[src/rtl/slave_port_pkg.sv]
// rtl/slave_port_pkg.sv - shared widths and state encoding for the serial slave port
//
// Purpose : default field widths and the controller state type used by
//           slave_port and its test environment.
// Contents: ADDR_LEN_DEF, DATA_LEN_DEF, BURST_LEN_DEF, DELAY_W, state_e.
package slave_port_pkg;

   localparam int ADDR_LEN_DEF  = 12;
   localparam int DATA_LEN_DEF  = 8;
   localparam int BURST_LEN_DEF = 12;
   localparam int DELAY_W       = 6;

   typedef enum logic [2:0] {
      ST_IDLE   = 3'd0,
      ST_ADDR   = 3'd1,
      ST_DELAY  = 3'd2,
      ST_WDATA  = 3'd3,
      ST_WMEM   = 3'd4,
      ST_RFETCH = 3'd5,
      ST_RDATA  = 3'd6
   } state_e;

endpackage

[src/rtl/slave_port_shift.sv]
// rtl/slave_port_shift.sv - LSB-first serial shift register with parallel load
//
// Purpose : serial_shift holds one serial field. Bits enter at the MSB and
//           move toward bit 0, so after WIDTH shifts the first bit received
//           sits in bit 0. The same right shift presents read data LSB first.
// Ports   : clk_i, rst_ni      clock, asynchronous active-low clear
//           load_i, load_data_i parallel load (wins over shift)
//           shift_en_i, serial_i shift one bit in at the MSB
//           data_o              register contents
//           serial_o            current LSB
module serial_shift #(
   parameter int WIDTH = 8
) (
   input  logic             clk_i,
   input  logic             rst_ni,
   input  logic             load_i,
   input  logic [WIDTH-1:0] load_data_i,
   input  logic             shift_en_i,
   input  logic             serial_i,
   output logic [WIDTH-1:0] data_o,
   output logic             serial_o
);

   logic [WIDTH-1:0] data_q, data_d;

   always_comb begin
      data_d = data_q;
      if (load_i) begin
         data_d = load_data_i;
      end else if (shift_en_i) begin
         data_d = {serial_i, data_q[WIDTH-1:1]};
      end
   end

   always_ff @(posedge clk_i or negedge rst_ni) begin
      if (!rst_ni) begin
         data_q <= '0;
      end else begin
         data_q <= data_d;
      end
   end

   assign data_o   = data_q;
   assign serial_o = data_q[0];

endmodule

[src/rtl/slave_port.sv]
// rtl/slave_port.sv - bit-serial slave that bursts writes/reads into a local RAM
//
// Purpose : receives a serial address + burst count, then moves burst data
//           words between the serial link and a synchronous RAM, with a
//           programmable wait before every data beat.
// Ports   : clk, rst                  clock, asynchronous active-low reset
//           slave_delay              wait cycles before each beat
//           master_valid/master_ready serial handshakes from the master
//           write_en/read_en         transaction type (first address beat)
//           rx_address/rx_burst/rx_data serial inputs, LSB first
//           tx_data/slave_valid/slave_ready serial read data and flow control
//           mem_addr/mem_wdata/mem_wen/mem_ren/mem_rdata RAM port
module slave_port
   import slave_port_pkg::*;
#(
   parameter int ADDR_LEN  = ADDR_LEN_DEF,
   parameter int DATA_LEN  = DATA_LEN_DEF,
   parameter int BURST_LEN = BURST_LEN_DEF
) (
   input  logic                clk,
   input  logic                rst,
   input  logic [DELAY_W-1:0]  slave_delay,
   input  logic                master_valid,
   input  logic                master_ready,
   input  logic                write_en,
   input  logic                read_en,
   input  logic                rx_address,
   input  logic                rx_burst,
   input  logic                rx_data,
   output logic                tx_data,
   output logic                slave_ready,
   output logic                slave_valid,
   output logic [ADDR_LEN-1:0] mem_addr,
   output logic [DATA_LEN-1:0] mem_wdata,
   output logic                mem_wen,
   output logic                mem_ren,
   input  logic [DATA_LEN-1:0] mem_rdata
);

   localparam int MAXLEN = (ADDR_LEN > DATA_LEN) ? ADDR_LEN : DATA_LEN;
   localparam int CNT_W  = $clog2(MAXLEN + 1);

   state_e               state_q, state_d;
   logic [CNT_W-1:0]     cnt_q, cnt_d;
   logic [DELAY_W-1:0]   dly_q, dly_d;
   logic [BURST_LEN-1:0] beat_q, beat_d;
   logic                 wr_q, wr_d, rd_q, rd_d;
   logic                 fetch_wait_q, fetch_wait_d;
   logic                 slave_ready_q, slave_valid_q, mem_wen_q, mem_ren_q;

   logic                 addr_shift, data_shift, data_load, data_in;
   logic                 go_delay, end_beat, last_beat;
   state_e               post_delay;
   logic [ADDR_LEN-1:0]  addr_q;
   logic [BURST_LEN-1:0] burst_q, beats_m1;
   logic [DATA_LEN-1:0]  data_q;
   logic                 data_lsb, addr_unused_lsb, burst_unused_lsb;

   serial_shift #(.WIDTH(ADDR_LEN)) u_addr_sr (
      .clk_i(clk), .rst_ni(rst), .load_i(1'b0), .load_data_i('0),
      .shift_en_i(addr_shift), .serial_i(rx_address),
      .data_o(addr_q), .serial_o(addr_unused_lsb)
   );

   serial_shift #(.WIDTH(BURST_LEN)) u_burst_sr (
      .clk_i(clk), .rst_ni(rst), .load_i(1'b0), .load_data_i('0),
      .shift_en_i(addr_shift), .serial_i(rx_burst),
      .data_o(burst_q), .serial_o(burst_unused_lsb)
   );

   serial_shift #(.WIDTH(DATA_LEN)) u_data_sr (
      .clk_i(clk), .rst_ni(rst), .load_i(data_load), .load_data_i(mem_rdata),
      .shift_en_i(data_shift), .serial_i(data_in),
      .data_o(data_q), .serial_o(data_lsb)
   );

   // A burst field of 0 still moves one word.
   assign beats_m1   = (burst_q == '0) ? '0 : burst_q - BURST_LEN'(1);
   assign last_beat  = (beat_q == beats_m1);
   // A write wins when both enables were latched.
   assign post_delay = wr_q ? ST_WDATA : ST_RFETCH;

   always_comb begin
      state_d      = state_q;
      cnt_d        = cnt_q;
      dly_d        = dly_q;
      beat_d       = beat_q;
      wr_d         = wr_q;
      rd_d         = rd_q;
      fetch_wait_d = 1'b0;
      addr_shift   = 1'b0;
      data_shift   = 1'b0;
      data_load    = 1'b0;
      data_in      = 1'b0;
      go_delay     = 1'b0;
      end_beat     = 1'b0;

      case (state_q)
         ST_IDLE: begin
            if (master_valid) begin
               addr_shift = 1'b1;
               wr_d       = write_en;
               rd_d       = read_en;
               cnt_d      = CNT_W'(1);
               beat_d     = '0;
               state_d    = ST_ADDR;
            end
         end
         ST_ADDR: begin
            if (master_valid) begin
               addr_shift = 1'b1;
               if (cnt_q == CNT_W'(ADDR_LEN - 1)) begin
                  if (wr_q || rd_q) go_delay = 1'b1;
                  else              state_d  = ST_IDLE;
               end else begin
                  cnt_d = cnt_q + CNT_W'(1);
               end
            end
         end
         ST_DELAY: begin
            if (dly_q <= DELAY_W'(1)) state_d = post_delay;
            else                      dly_d   = dly_q - DELAY_W'(1);
         end
         ST_WDATA: begin
            if (master_valid) begin
               data_shift = 1'b1;
               data_in    = rx_data;
               if (cnt_q == CNT_W'(DATA_LEN - 1)) begin
                  cnt_d   = '0;
                  state_d = ST_WMEM;
               end else begin
                  cnt_d = cnt_q + CNT_W'(1);
               end
            end
         end
         ST_WMEM: end_beat = 1'b1;
         ST_RFETCH: begin
            // First cycle issues the read; the second catches the RAM's
            // registered data one cycle later.
            if (!fetch_wait_q) begin
               fetch_wait_d = 1'b1;
            end else begin
               data_load = 1'b1;
               cnt_d     = '0;
               state_d   = ST_RDATA;
            end
         end
         ST_RDATA: begin
            if (master_ready) begin
               data_shift = 1'b1;
               if (cnt_q == CNT_W'(DATA_LEN - 1)) end_beat = 1'b1;
               else                               cnt_d    = cnt_q + CNT_W'(1);
            end
         end
         default: state_d = ST_IDLE;
      endcase

      if (end_beat) begin
         beat_d = beat_q + BURST_LEN'(1);
         cnt_d  = '0;
         if (last_beat) state_d  = ST_IDLE;
         else           go_delay = 1'b1;
      end

      // slave_delay is captured only here, so later changes cannot stretch
      // or shorten a wait already running.
      if (go_delay) begin
         cnt_d = '0;
         if (slave_delay == '0) begin
            state_d = post_delay;
         end else begin
            dly_d   = slave_delay;
            state_d = ST_DELAY;
         end
      end
   end

   always_ff @(posedge clk or negedge rst) begin
      if (!rst) begin
         state_q       <= ST_IDLE;
         cnt_q         <= '0;
         dly_q         <= '0;
         beat_q        <= '0;
         wr_q          <= 1'b0;
         rd_q          <= 1'b0;
         fetch_wait_q  <= 1'b0;
         slave_ready_q <= 1'b1;
         slave_valid_q <= 1'b0;
         mem_wen_q     <= 1'b0;
         mem_ren_q     <= 1'b0;
      end else begin
         state_q       <= state_d;
         cnt_q         <= cnt_d;
         dly_q         <= dly_d;
         beat_q        <= beat_d;
         wr_q          <= wr_d;
         rd_q          <= rd_d;
         fetch_wait_q  <= fetch_wait_d;
         slave_ready_q <= (state_d == ST_IDLE) || (state_d == ST_ADDR) ||
                          (state_d == ST_WDATA);
         slave_valid_q <= (state_d == ST_RDATA);
         mem_wen_q     <= (state_d == ST_WMEM);
         mem_ren_q     <= (state_d == ST_RFETCH) && !fetch_wait_d;
      end
   end

   assign slave_ready = slave_ready_q;
   assign slave_valid = slave_valid_q;
   assign mem_wen     = mem_wen_q;
   assign mem_ren     = mem_ren_q;
   assign tx_data     = slave_valid_q & data_lsb;
   // Address wraps naturally in ADDR_LEN bits.
   assign mem_addr    = (mem_wen_q || mem_ren_q) ? addr_q + ADDR_LEN'(beat_q) : '0;
   assign mem_wdata   = mem_wen_q ? data_q : '0;

endmodule
[config.mk]
export PLATFORM = sky130hd
export DESIGN_NAME = slave_port
export DESIGN_NICKNAME = d
export VERILOG_FILES = /design/src/rtl/slave_port_pkg.sv /design/src/rtl/slave_port_shift.sv /design/src/rtl/slave_port.sv
export SDC_FILE = /design/constraint.sdc
export NUM_CORES = 1
export LEC_CHECK = 0
export ABC_AREA = 1
export BUFFER_PORTS_ARGS = -buffer_cell sky130_fd_sc_hd__buf_2
export CAP_MARGIN = 20
export CORE_MARGIN = 3
export CORE_UTILIZATION = 29
export CTS_CLUSTER_SIZE = 20
export DETAILED_ROUTE_END_ITERATION = 8
export GPL_ROUTABILITY_DRIVEN = 0
export MAX_ROUTING_LAYER = met4
export PLACE_DENSITY = 0.56
export SLEW_MARGIN = 20
export SYNTH_ARGS = -nofsm -noshare
export SYNTH_HDL_FRONTEND = slang
export SYNTH_SLANG_ARGS = --single-unit
[constraint.sdc]
create_clock -name clk -period 3 [get_ports clk]
set_input_delay 0.75 -clock clk [delete_from_list [all_inputs] [get_ports clk]]
set_output_delay 0.75 -clock clk [all_outputs]
set_load 0.005 [all_outputs]
==> flow_metrics.env <==
export IMPL_fill_cells=1507
export IMPL_drt_wl_total_mm=9.93
export IMPL_vdd_drop_max_uv=300
export IMPL_ff2ff_setup_slack_ps=430
export IMPL_pwr_density_cell_nw_per_um2=903
export IMPL_max_cap_violations=0
export IMPL_drt_drc_violations_left=0
export IMPL_syn_area_um2=4230
export IMPL_initial_utilization_pct=30.0
export IMPL_power_leakage_nw=2.59
export IMPL_place_ws_ps=214
export IMPL_cp_data_arrival_time_ps=2130
export IMPL_synth_seq_cells=64
export IMPL_antenna_left=0
export IMPL_grt_usage_pct=13.1
export IMPL_worst_slew_pin_slew_ps=559
export IMPL_antenna_found_initial=0
export IMPL_clkTransAtPathRegs_ps=50
export IMPL_min_period_ps=2880
export IMPL_overflow=0
export IMPL_critPathLaunchType="flip-flop"
export IMPL_clk_latency_ps=330
export IMPL_outcome="completed"
export IMPL_path_class="reg2out"
export IMPL_cts_tree="yes"
export IMPL_synth_cell_types=43
export IMPL_fin_area_um2=5070
export IMPL_place_area_um2=4680
export IMPL_n_antenna_cell=0
export IMPL_skew_ps=5.15
export IMPL_cts_max_level=3
export IMPL_wl_per_cell_um=12.0
export IMPL_dp_hpwl_mm=7.70
export IMPL_clockBufferDepth=2
export IMPL_min_period_over_period_pct=95.9
export IMPL_die_w_um=127
export IMPL_nets=686
export IMPL_grt_max_degree=47
export IMPL_rows=43
export IMPL_required_ps=2250
export IMPL_ioPinCount=48
export IMPL_fin_ws_ps=122
export IMPL_syn_nets=633
export IMPL_die_area_um2=16100
export IMPL_num_vias=3946
export IMPL_detailedRoute_firstPassIterationCount=5
export IMPL_slew_limit_headroom_pct=62.7
export IMPL_max_freq_mhz=347
export IMPL_setup_tns_ps=0
export IMPL_slew_viol_final=0
export IMPL_core_area_um2=14100
export IMPL_drive_gt1_share_pct=15.7
export IMPL_synth_area_per_cell_um2=7.14
export IMPL_ys_flop_type="dfrtp_1"
export IMPL_hold_violations=0
export IMPL_setup_viol=0
export IMPL_path_max_fanout=5
export IMPL_grt_pass1_wl_mm=16.9
export IMPL_cts_sinks=64
export IMPL_ys_seq_area_share_pct=37.9
export IMPL_rsz0062_at_grt="true"
export IMPL_areaGrowthSynthToFinish_pct=19.7
export IMPL_die_h_um=127
export IMPL_grt_pass1_vias=3700
export IMPL_cts_buffers=9
export IMPL_yosys_warnings=0
export IMPL_multi_input_area_um2=2300
export IMPL_synth_edf_count=0
export IMPL_cts_root_buf="clkbuf_16"
export IMPL_netlist_instances=593
export IMPL_async_flop_share_pct=100
export IMPL_regArea_um2=1610
export IMPL_end_kind="primary output"
export IMPL_portBuffers=47
export IMPL_via_per_inst=4.75
export IMPL_min_path_type="in2async"
export IMPL_drtIter0Drc=221
layout make-up:
cell class	count	area share [%]
Multi-Input combinational cell	429	45.4
Sequential cell	64	31.7
Inverter	88	6.52
Timing Repair Buffer	54	5.68
Clock buffer	13	4.94
Tap cell	180	4.45
Clock inverter	3	1.28
layer usage:
layer	vias up	GRT usage (%)	part of all wire, %	wire length (µm)
met5	-	-	0	0
met1	1792	17.3	49	4840
met2	80	19.7	45	4480
li1	2055	-	-	-
met3	19	1.81	3.7	370
met4	0	6.37	2.4	243
sequential cells by signal, indices dropped and copies added (netlist names):
| name | cells |
|---|---|
| beat_q | 12 |
| mem_wen | 1 |
| u_burst_sr.data_o | 12 |
| u_data_sr.data_o | 8 |
| fetch_wait_q | 1 |
| mem_ren | 1 |
| state_q | 3 |
| cnt_q | 4 |
| rd_q | 1 |
| u_addr_sr.data_o | 12 |
| slave_ready | 1 |
| wr_q | 1 |
| slave_valid | 1 |
| dly_q | 6 |
through the flow:
step / power [mW] / utilization, % / instances / hold WS [ps]
global route: 5.03 / 35.9 / 831 / 452
global placement: 3.37 / 33.2 / 814 / 459
finish: 4.57 / 35.9 / 831 / 408
CTS: 4.59 / 35.6 / 830 / 420
floorplan: 2.96 / - / 593 / 426
detailed placement: 3.42 / 33.2 / 814 / 461
power by group:
group / leakage, nW / switching, mW / internal, mW
Combinational: 1.63 / 1.26 / 0.743
Sequential: 0.810 / 0.281 / 1.18
Clock: 0.154 / 0.356 / 0.749
Total: 2.59 / 1.90 / 2.68
path summary, 6_finish.rpt:
kind                           start                  end  depth (start not counted)
min in group clk                rd_q                 rd_q                          2
min                              rst  u_data_sr.data_o[7]                          1
max reg2reg                 cnt_q[0]             cnt_q[2]                          8
max                        beat_q[8]         mem_addr[11]                          8
min reg2reg                     rd_q                 rd_q                          2
max in group asynchronous        rst            beat_q[5]                          2
synth_stat cells, types with 2 or more instances:
library cell,instances,share of area [%]
nand2_2,6,0.89
a31oi_1,6,0.89
o21ai_0,38,4.5
o22ai_1,5,0.74
o211ai_1,4,0.71
inv_1,86,7.6
buf_2,2,0.24
nand3_1,46,5.4
a21oi_1,28,3.3
nand3b_1,3,0.53
nor2_1,67,5.9
nand3_2,4,0.95
xnor2_1,4,0.83
xor2_1,8,1.7
dfrtp_1,63,37
nand4_1,10,1.5
ha_1,16,4.7
mux2_2,2,0.53
and3_1,3,0.44
a22oi_1,4,0.71
clkbuf_1,8,0.71
a211oi_1,2,0.35
o21ai_1,5,0.59
nor3_1,9,1.1
nor2_2,6,0.89
nand2_1,139,12
buf_6,2,0.53
o41ai_1,2,0.41
worst max-delay path, stage by stage (launching register included):
cell and delay (ps):
dfrtp_1 440, ha_1 370, a21oi_1 200, nor2_1 60, a211oi_1 190, o311ai_1 150, xnor2_1 190, nor2_1 50
buf_2 140
cell usage in the layout, fill, tap and decap left out, drive strengths merged, types with 2 or more instances in the layout:
cell,n
nand2,146
inv,87
nor2,73
dfrtp,63
buf,54
nand3,50
o21ai,43
a21oi,28
ha,16
clkbuf,13
nand4,11
nor3,9
xor2,8
a31oi,6
o22ai,5
o211ai,4
xnor2,4
a22oi,4
and3,3
nand3b,3
a211oi,2
mux2,2
o41ai,2
bufinv,2
clkinv,2
cells by family (layout without fill, tap and decap cells):
| family | after synthesis | after routing | synth area share, % |
|---|---|---|---|
| AND/OR/NAND/NOR | 295 | 295 | 30.7 |
| adder cells (fa/ha/maj) | 17 | 17 | 5.20 |
| buffers and inverters | 100 | 158 | 9.28 |
| XOR/XNOR | 12 | 12 | 2.48 |
| multiplexers | 2 | 2 | 0.532 |
| AO/OA/AOI/OAI | 103 | 103 | 13.9 |
| flip-flops | 64 | 64 | 37.9 |
what timing repair did:
item / 4_1_cts / 5_1_grt
buffers inserted: 0 / 1
hold buffers: 0 / 0
gates resized for setup: 4 / 10
pin swaps: 0 / 2
setup endpoints to repair: 2 / 4
No activity file was read; power rests on OpenSTA's default activity.
